## src/rtl/flash_read_pkg.sv

```systemverilog
// rtl/flash_read_pkg.sv - shared constants, FSM state type and byte-order helper for the SPI flash read master
// Contents:
//   OP_READ / OP_WAKE    flash opcodes (normal read, release from power-down)
//   LEN_CMD/ADDR/DATA    bit lengths of each shifted phase
//   state_t              read master FSM states
//   swap_bytes()         maps the MSB-first 32-bit shift result to little-endian word order
package flash_read_pkg;

    localparam logic [7:0] OP_READ = 8'h03;
    localparam logic [7:0] OP_WAKE = 8'hAB;

    localparam logic [5:0] LEN_CMD  = 6'd8;
    localparam logic [5:0] LEN_ADDR = 6'd24;
    localparam logic [5:0] LEN_DATA = 6'd32;

    typedef enum logic [2:0] {
        ST_WAKE,
        ST_WAKE_GAP,
        ST_IDLE,
        ST_CMD,
        ST_ADDR,
        ST_DATA,
        ST_GAP
    } state_t;

    // The first byte shifted in (lowest address) lands in the top byte of the
    // shift register; it belongs in the bottom byte of the returned word.
    function automatic logic [31:0] swap_bytes(input logic [31:0] w);
        return {w[7:0], w[15:8], w[23:16], w[31:24]};
    endfunction

endpackage

```

## src/rtl/spi_shift_engine.sv

```systemverilog
// rtl/spi_shift_engine.sv - SPI mode-0 shift engine with programmable SCK half-period
// Ports:
//   clk, resetn      system clock, synchronous active-low reset
//   start            load tx_data/nbits and begin shifting (may coincide with bit_done to chain phases)
//   nbits            number of bits in this phase (1..32)
//   tx_data          bits to send, MSB-aligned, MSB first
//   miso             serial input, sampled on the clk edge that raises sck
//   sck              SPI clock, idle low
//   mosi             serial output, changes only while sck is low, 0 when idle
//   bit_done         strobe on the clk edge that ends the last bit of the phase (sck falling)
//   rx_data          last 32 bits sampled from miso, most recent in bit 0
import flash_read_pkg::*;

module spi_shift_engine #(
    parameter int CLK_DIV = 1
) (
    input  logic        clk,
    input  logic        resetn,
    input  logic        start,
    input  logic [5:0]  nbits,
    input  logic [31:0] tx_data,
    input  logic        miso,
    output logic        sck,
    output logic        mosi,
    output logic        bit_done,
    output logic [31:0] rx_data
);

    localparam logic [7:0] DIV_LAST = 8'(CLK_DIV - 1);

    logic        busy;
    logic [7:0]  div_cnt;
    logic [5:0]  bit_cnt;
    logic [31:0] shreg;
    logic        tick;

    // tick marks the clk edge on which sck toggles
    assign tick     = busy && (div_cnt == DIV_LAST);
    assign bit_done = tick && sck && (bit_cnt == 6'd1);

    always_ff @(posedge clk) begin
        if (!resetn) begin
            busy    <= 1'b0;
            div_cnt <= '0;
            bit_cnt <= '0;
            shreg   <= '0;
            sck     <= 1'b0;
            mosi    <= 1'b0;
            rx_data <= '0;
        end else if (start) begin
            // Loading restarts the divider with sck low, so the first bit
            // gets a full half-period of setup before its rising edge.
            busy    <= 1'b1;
            div_cnt <= '0;
            bit_cnt <= nbits;
            shreg   <= tx_data;
            sck     <= 1'b0;
            mosi    <= tx_data[31];
        end else if (busy) begin
            if (tick) begin
                div_cnt <= '0;
                sck     <= ~sck;
                if (!sck) begin
                    rx_data <= {rx_data[30:0], miso};
                end else begin
                    bit_cnt <= bit_cnt - 6'd1;
                    shreg   <= {shreg[30:0], 1'b0};
                    mosi    <= shreg[30];
                    if (bit_cnt == 6'd1) begin
                        busy <= 1'b0;
                        mosi <= 1'b0;
                    end
                end
            end else begin
                div_cnt <= div_cnt + 8'd1;
            end
        end
    end

endmodule

```

## src/rtl/flash_read_master.sv

```systemverilog
// rtl/flash_read_master.sv - reads one 32-bit little-endian word per request from a SPI NOR flash (0x03 read)
// Ports:
//   clk, resetn               system clock, synchronous active-low reset
//   req_valid/req_ready       request handshake, req_addr (24-bit byte address) captured on accept
//   rsp_valid/rsp_data        one-cycle response pulse with the word; rsp_data holds until the next pulse
//   flash_csb, flash_clk      chip select (active low), SPI clock (mode 0)
//   flash_io0 / flash_io1     MOSI / MISO
import flash_read_pkg::*;

module flash_read_master #(
    parameter int CLK_DIV       = 1,
    parameter bit WAKE_ON_RESET = 1'b1
) (
    input  logic        clk,
    input  logic        resetn,
    input  logic        req_valid,
    input  logic [23:0] req_addr,
    output logic        req_ready,
    output logic        rsp_valid,
    output logic [31:0] rsp_data,
    output logic        flash_csb,
    output logic        flash_clk,
    output logic        flash_io0,
    input  logic        flash_io1
);

    localparam logic [8:0] GAP_LAST    = 9'(2 * CLK_DIV - 1);
    localparam state_t     RESET_STATE = WAKE_ON_RESET ? ST_WAKE : ST_IDLE;

    state_t      state_q, state_d;
    logic [8:0]  gap_cnt;
    logic        launch_q;
    logic        ready_q;
    logic        accept;
    logic [23:0] addr_q;
    logic        csb_q;
    logic        rsp_valid_q;
    logic [31:0] rsp_data_q;

    logic        eng_start;
    logic [5:0]  eng_nbits;
    logic [31:0] eng_tx;
    logic        eng_mosi;
    logic        eng_done;
    logic [31:0] eng_rx;

    spi_shift_engine #(.CLK_DIV(CLK_DIV)) u_engine (
        .clk      (clk),
        .resetn   (resetn),
        .start    (eng_start),
        .nbits    (eng_nbits),
        .tx_data  (eng_tx),
        .miso     (flash_io1),
        .sck      (flash_clk),
        .mosi     (eng_mosi),
        .bit_done (eng_done),
        .rx_data  (eng_rx)
    );

    always_ff @(posedge clk) begin
        if (!resetn) begin
            state_q <= RESET_STATE;
        end else begin
            state_q <= state_d;
        end
    end

    // launch_q is high for the first cycle of WAKE/CMD and kicks the engine;
    // that extra cycle is the setup slot between accept and csb falling.
    // Later phases are chained on bit_done so SCK runs without a pause.
    always_comb begin
        state_d   = state_q;
        accept    = 1'b0;
        eng_start = 1'b0;
        eng_nbits = LEN_CMD;
        eng_tx    = '0;
        case (state_q)
            ST_WAKE: begin
                if (launch_q) begin
                    eng_start = 1'b1;
                    eng_tx    = {OP_WAKE, 24'h0};
                end else if (eng_done) begin
                    state_d = ST_WAKE_GAP;
                end
            end
            ST_WAKE_GAP, ST_GAP: begin
                if (gap_cnt == GAP_LAST) begin
                    state_d = ST_IDLE;
                end
            end
            ST_IDLE: begin
                if (req_valid && ready_q) begin
                    accept  = 1'b1;
                    state_d = ST_CMD;
                end
            end
            ST_CMD: begin
                if (launch_q) begin
                    eng_start = 1'b1;
                    eng_tx    = {OP_READ, 24'h0};
                end else if (eng_done) begin
                    eng_start = 1'b1;
                    eng_nbits = LEN_ADDR;
                    eng_tx    = {addr_q, 8'h0};
                    state_d   = ST_ADDR;
                end
            end
            ST_ADDR: begin
                if (eng_done) begin
                    eng_start = 1'b1;
                    eng_nbits = LEN_DATA;
                    state_d   = ST_DATA;
                end
            end
            ST_DATA: begin
                if (eng_done) begin
                    state_d = ST_GAP;
                end
            end
            default: begin
                state_d = ST_IDLE;
            end
        endcase
    end

    always_ff @(posedge clk) begin
        if (!resetn) begin
            launch_q    <= WAKE_ON_RESET;
            ready_q     <= 1'b0;
            gap_cnt     <= '0;
            addr_q      <= '0;
            csb_q       <= 1'b1;
            rsp_valid_q <= 1'b0;
            rsp_data_q  <= '0;
        end else begin
            launch_q    <= accept;
            ready_q     <= (state_d == ST_IDLE);
            rsp_valid_q <= 1'b0;
            if ((state_q == ST_GAP || state_q == ST_WAKE_GAP) && state_d == state_q) begin
                gap_cnt <= gap_cnt + 9'd1;
            end else begin
                gap_cnt <= '0;
            end
            if (accept) begin
                addr_q <= req_addr;
            end
            if (eng_start) begin
                csb_q <= 1'b0;
            end else if (eng_done && (state_q == ST_DATA || state_q == ST_WAKE)) begin
                csb_q <= 1'b1;
            end
            if (eng_done && state_q == ST_DATA) begin
                rsp_valid_q <= 1'b1;
                rsp_data_q  <= swap_bytes(eng_rx);
            end
        end
    end

    assign req_ready = ready_q;
    assign rsp_valid = rsp_valid_q;
    assign rsp_data  = rsp_data_q;
    assign flash_csb = csb_q;
    assign flash_io0 = eng_mosi & ~csb_q;

endmodule

```

## config.mk

```make
export PLATFORM = sky130hd
export DESIGN_NAME = flash_read_master
export DESIGN_NICKNAME = d
export VERILOG_FILES = /design/src/rtl/flash_read_pkg.sv /design/src/rtl/spi_shift_engine.sv /design/src/rtl/flash_read_master.sv
export SDC_FILE = /design/constraint.sdc
export NUM_CORES = 1
export LEC_CHECK = 0
export ABC_AREA = 0
export BUFFER_PORTS_ARGS = -buffer_cell sky130_fd_sc_hd__buf_2
export CAP_MARGIN = 25
export CORE_ASPECT_RATIO = 1.2
export CORE_MARGIN = 8
export CORE_UTILIZATION = 55
export CTS_BUF_LIST = sky130_fd_sc_hd__clkbuf_8
export DETAILED_ROUTE_END_ITERATION = 8
export PLACE_DENSITY = 0.85
export RECOVER_POWER = 100
export SKIP_LAST_GASP = 1
export SYNTH_ARGS = -nofsm -noshare
export SYNTH_HDL_FRONTEND = slang
export SYNTH_SLANG_ARGS = --single-unit
export TNS_END_PERCENT = 30
```

## constraint.sdc

```tcl
create_clock -name clk -period 3.7 [get_ports clk]
set_clock_uncertainty 0.2 [all_clocks]
set_input_delay 0.74 -clock clk [delete_from_list [all_inputs] [get_ports clk]]
set_output_delay 0.74 -clock clk [all_outputs]
set_load 0.02 [all_outputs]
```

==> summary.txt <==
Logic synthesis
  – Synthesized flop and latch total: 144
  – Count of cell types in the netlist: 56
  – Post-synthesis cell area: about 5800 µm²
  – Cell accounting for the most synthesized area: dfxtp_1
  – Sequential element share of the synthesized area: 49.8%
  – Number of synthesized flops with an enable pin: 0
  – Yosys Warn Count: 0
  – Syn avg cell area: 8.56 µm²
  – Ranking of synthesized cells by area: dfxtp_1 50%, nand2_1 12%, a21oi_1 7.0%, mux2i_1 5.5%, o211ai_1 2.5%
  – Post-synth top flop: dfxtp_1
  – Mapped Cells: 677
  – Syn_nets: 711
  – Ys async rst share: 0%
  – Top cell type's share of synthesized area: between 40% and 50%

STA
  – Fmax: 300 MHz
  – Final hold violations: 0
  – Setup TNS: 0 ns
  – Period utilization: roughly nine tenths
  – Least-Margin Pin Slew: 1.05 ns
  – RSZ-0062 raised after global routing: no
  – Min Tclk post-route: 3.33 ns
  – Final setup viols: 0
  – Relative slew slack: 30.0%
  – Pins Over Slew Limit: 0

Setup path
  – Req. time, crit path: 3.85 ns
  – Crit. End Element: register
  – Startpoint types: register
  – CP Class: reg -> reg
  – Worst r2r path cells: 8
  – Crit path DAT: 3.48 ns
  – Register-to-Register Setup Slack: 0.37 ns
  – Max FO, Critical Path: 32
  – FF-to-FF End: u_engine.rx_data[4]
  – R2r startpoint: u_engine.div_cnt[0]

Power
  – Peak VDD IR: between 0.0003 and 0.0004 V
  – PwrDens: 485 nW/µm²
  – Leak: 2.47 nW

Floorplan
  – Std-Cell Rows: approximately 40
  – Initial Util: 55.6%
  – IO Pins: 65
  – Die Wd: 110 µm
  – Die Y: ~130 µm
  – DIE AREA: approximately 14,000 µm²
  – Core ar.: 10,400 µm²

Route
  – Residual DRC: 0
  – Routed len/inst: 14.6 µm
  – Vias per inst: 5.59
  – Initial drt markers: 350
  – Post-Route WL: 12,700 µm
  – Antenna-violating nets left: 0
  – DR vias: 4,862
  – Initial DRT Pass Iterations: 6

Placed design
  – Global placer's final weighted congestion: just over 0.8
  – Port buffer count: 64
  – Inst Count DP: 838
  – Detail Placement HPWL: 8370 µm

Clock network
  – H-tree level count: 4
  – Num CTS Buffers: 17
  – Worst-Skew Late Latency: 0.44 ns
  – CTS max path bufs: 2
  – CTS clk-pin slew, worst paths: 0.08 ns
  – Setup Buffers After CTS: 0
  – CTS Root Cell: clkbuf_8
  – Cts hold-fix bufs: 0
  – Clock sink total: approximately 140
  – PostCTS Resize Cnt: 0
  – CTS tree: done

Hold path
  – Endpoint, Worst Hold: u_engine.shreg[28]
  – Worst min-delay path class: reg -> reg
  – Hold Path Depth: 2
  – Hold Path Origin: addr_q[20]

Run status
  – Status: completed

GRT
  – Vias in the first global route: 4,810
  – Initial antenna violation count: 0
  – Total GRT Usage: between 10% and 20%
  – First-pass GRT wire length: 21,300 µm
  – Total gr overflow: 0
  – Pin count of the biggest net entering global routing: 67

Layout
  – Nets: ~760
  – Final std cells w/o fill: 870
  – Layout cells sized above 1: 10.5%
  – Diodes inserted: 0
  – Area Growth Syn to Fin: 13.1%

Job
  – # Max-Cap Violations: 0
## worst max path at each step
stage / startpoint / end / slack (ns) / cells past startpoint
2_1_floorplan: u_engine.div_cnt[0] / req_ready / 1.0 / 8
3_3_place_gp: u_engine.div_cnt[0] / u_engine.bit_cnt[1] / 0.69 / 8
3_5_place_dp: u_engine.div_cnt[0] / u_engine.rx_data[4] / 0.61 / 8
4_1_cts: u_engine.div_cnt[0] / u_engine.rx_data[4] / 0.53 / 8
5_1_grt: u_engine.div_cnt[0] / u_engine.rx_data[4] / 0.22 / 8
6_report: u_engine.div_cnt[0] / u_engine.rx_data[4] / 0.37 / 8
## cells in the mapped netlist (2+ instances only)
master    count
clkbuf_1     27
a31oi_1       5
or4b_4        2
inv_1         9
nand3_1      14
o211ai_1     19
a211oi_1      2
buf_4         7
nor4b_1       3
nor4_1        2
buf_2         9
nand2b_1      3
nand4_1       7
nand2_1     183
and2_1        3
dfxtp_1     144
nor2_1       30
and3_1        2
ha_1          6
mux2i_1      32
or4_1         2
mux2_2        3
o21ai_0      27
nor2b_1       6
xor2_1       13
a21oi_1      81
nor3_1        4
xnor2_1       3
o31ai_1       2
## flip-flops by register name (all words and copies together), names as in the netlist
signal and flops:
req_ready 1, rsp_data 32, u_engine.bit_cnt 6, rsp_valid 1, addr_q 24, gap_cnt 9, state_q 3, flash_csb 1
u_engine.sck 1, u_engine.rx_data 32, launch_q 1, u_engine.div_cnt 8, u_engine.busy 1, u_engine.shreg 23, u_engine.mosi 1
## cells by family (layout without fill, tap and decap cells)
logic type	count (synthesis)	after routing	synth area share, %
AOI/OAI and AO/OA	149	149	15.1
xor gates and xnor gates	16	16	2.42
adders and majority gates	6	6	1.30
buffers and inverters	54	118	4.28
DFF	144	144	49.8
muxes	35	35	6.11
and+or+nand+nor	273	273	21.0
## layer usage
layer,vias to the layer above,part of all wire (%),track usage [%]
li1,2408,-,-
met1,2285,42,21.4
met2,138,51,31.3
met3,31,5.0,4.10
met4,0,2.7,10.2
met5,-,0,0
## worst max-delay path, stage by stage (launching register included)
cell and delay, ns:
dfxtp_1 0.34, inv_1 0.10, ha_1 0.17, or4b_1 0.54
or4_1 0.74, a221o_1 0.50, nand3_2 0.15, buf_12 0.24
mux2i_1 0.26
## stage by stage
step | area [µm²] | hold WS [ns] | util (%) | worst slack [ns] | power [mW]
5_1_grt | 6550 | 0.267 | 62.9 | 0.222 | 3.28
4_1_cts | 6650 | 0.256 | 63.8 | 0.531 | 3.20
6_report | 6550 | 0.254 | 62.9 | 0.369 | 3.18
3_5_place_dp | 6180 | 0.247 | 59.3 | 0.609 | 1.78
2_1_floorplan | 5790 | 0.232 | - | 0.998 | 1.73
3_3_place_gp | 6180 | 0.240 | 59.3 | 0.687 | 1.77
## report_power, final
| group | switching, mW | internal [mW] | leakage, nW |
|---|---|---|---|
| Clock | 0.593 | 0.841 | 0.231 |
| Sequential | 0.0206 | 1.58 | 1.17 |
| Combinational | 0.0871 | 0.0595 | 1.08 |
## layout make-up
type / instances / area, µm²
Fill cell: 900 / 3860
Sequential cell: 144 / 2880
Multi-Input combinational cell: 479 / 2630
Timing Repair Buffer: 76 / 369
Clock buffer: 19 / 262
Clock inverter: 13 / 208
Tap cell: 129 / 161
Inverter: 10 / 37.5
## layout by cell type (no fill, tap or decap), types with 6 or more instances in the layout
| cell | n |
|---|---|
| ha_1 | 6 |
| mux2i_1 | 32 |
| xor2_1 | 13 |
| o21ai_0 | 27 |
| inv_1 | 10 |
| nand3_1 | 14 |
| o211ai_1 | 19 |
| nor2_1 | 29 |
| nand4_1 | 7 |
| buf_4 | 9 |
| nor2b_1 | 6 |
| nand2_1 | 183 |
| dfxtp_1 | 144 |
| clkbuf_1 | 39 |
| clkbuf_8 | 19 |
| a21oi_1 | 81 |
| buf_2 | 27 |
No activity file was read; power rests on OpenSTA's default activity.
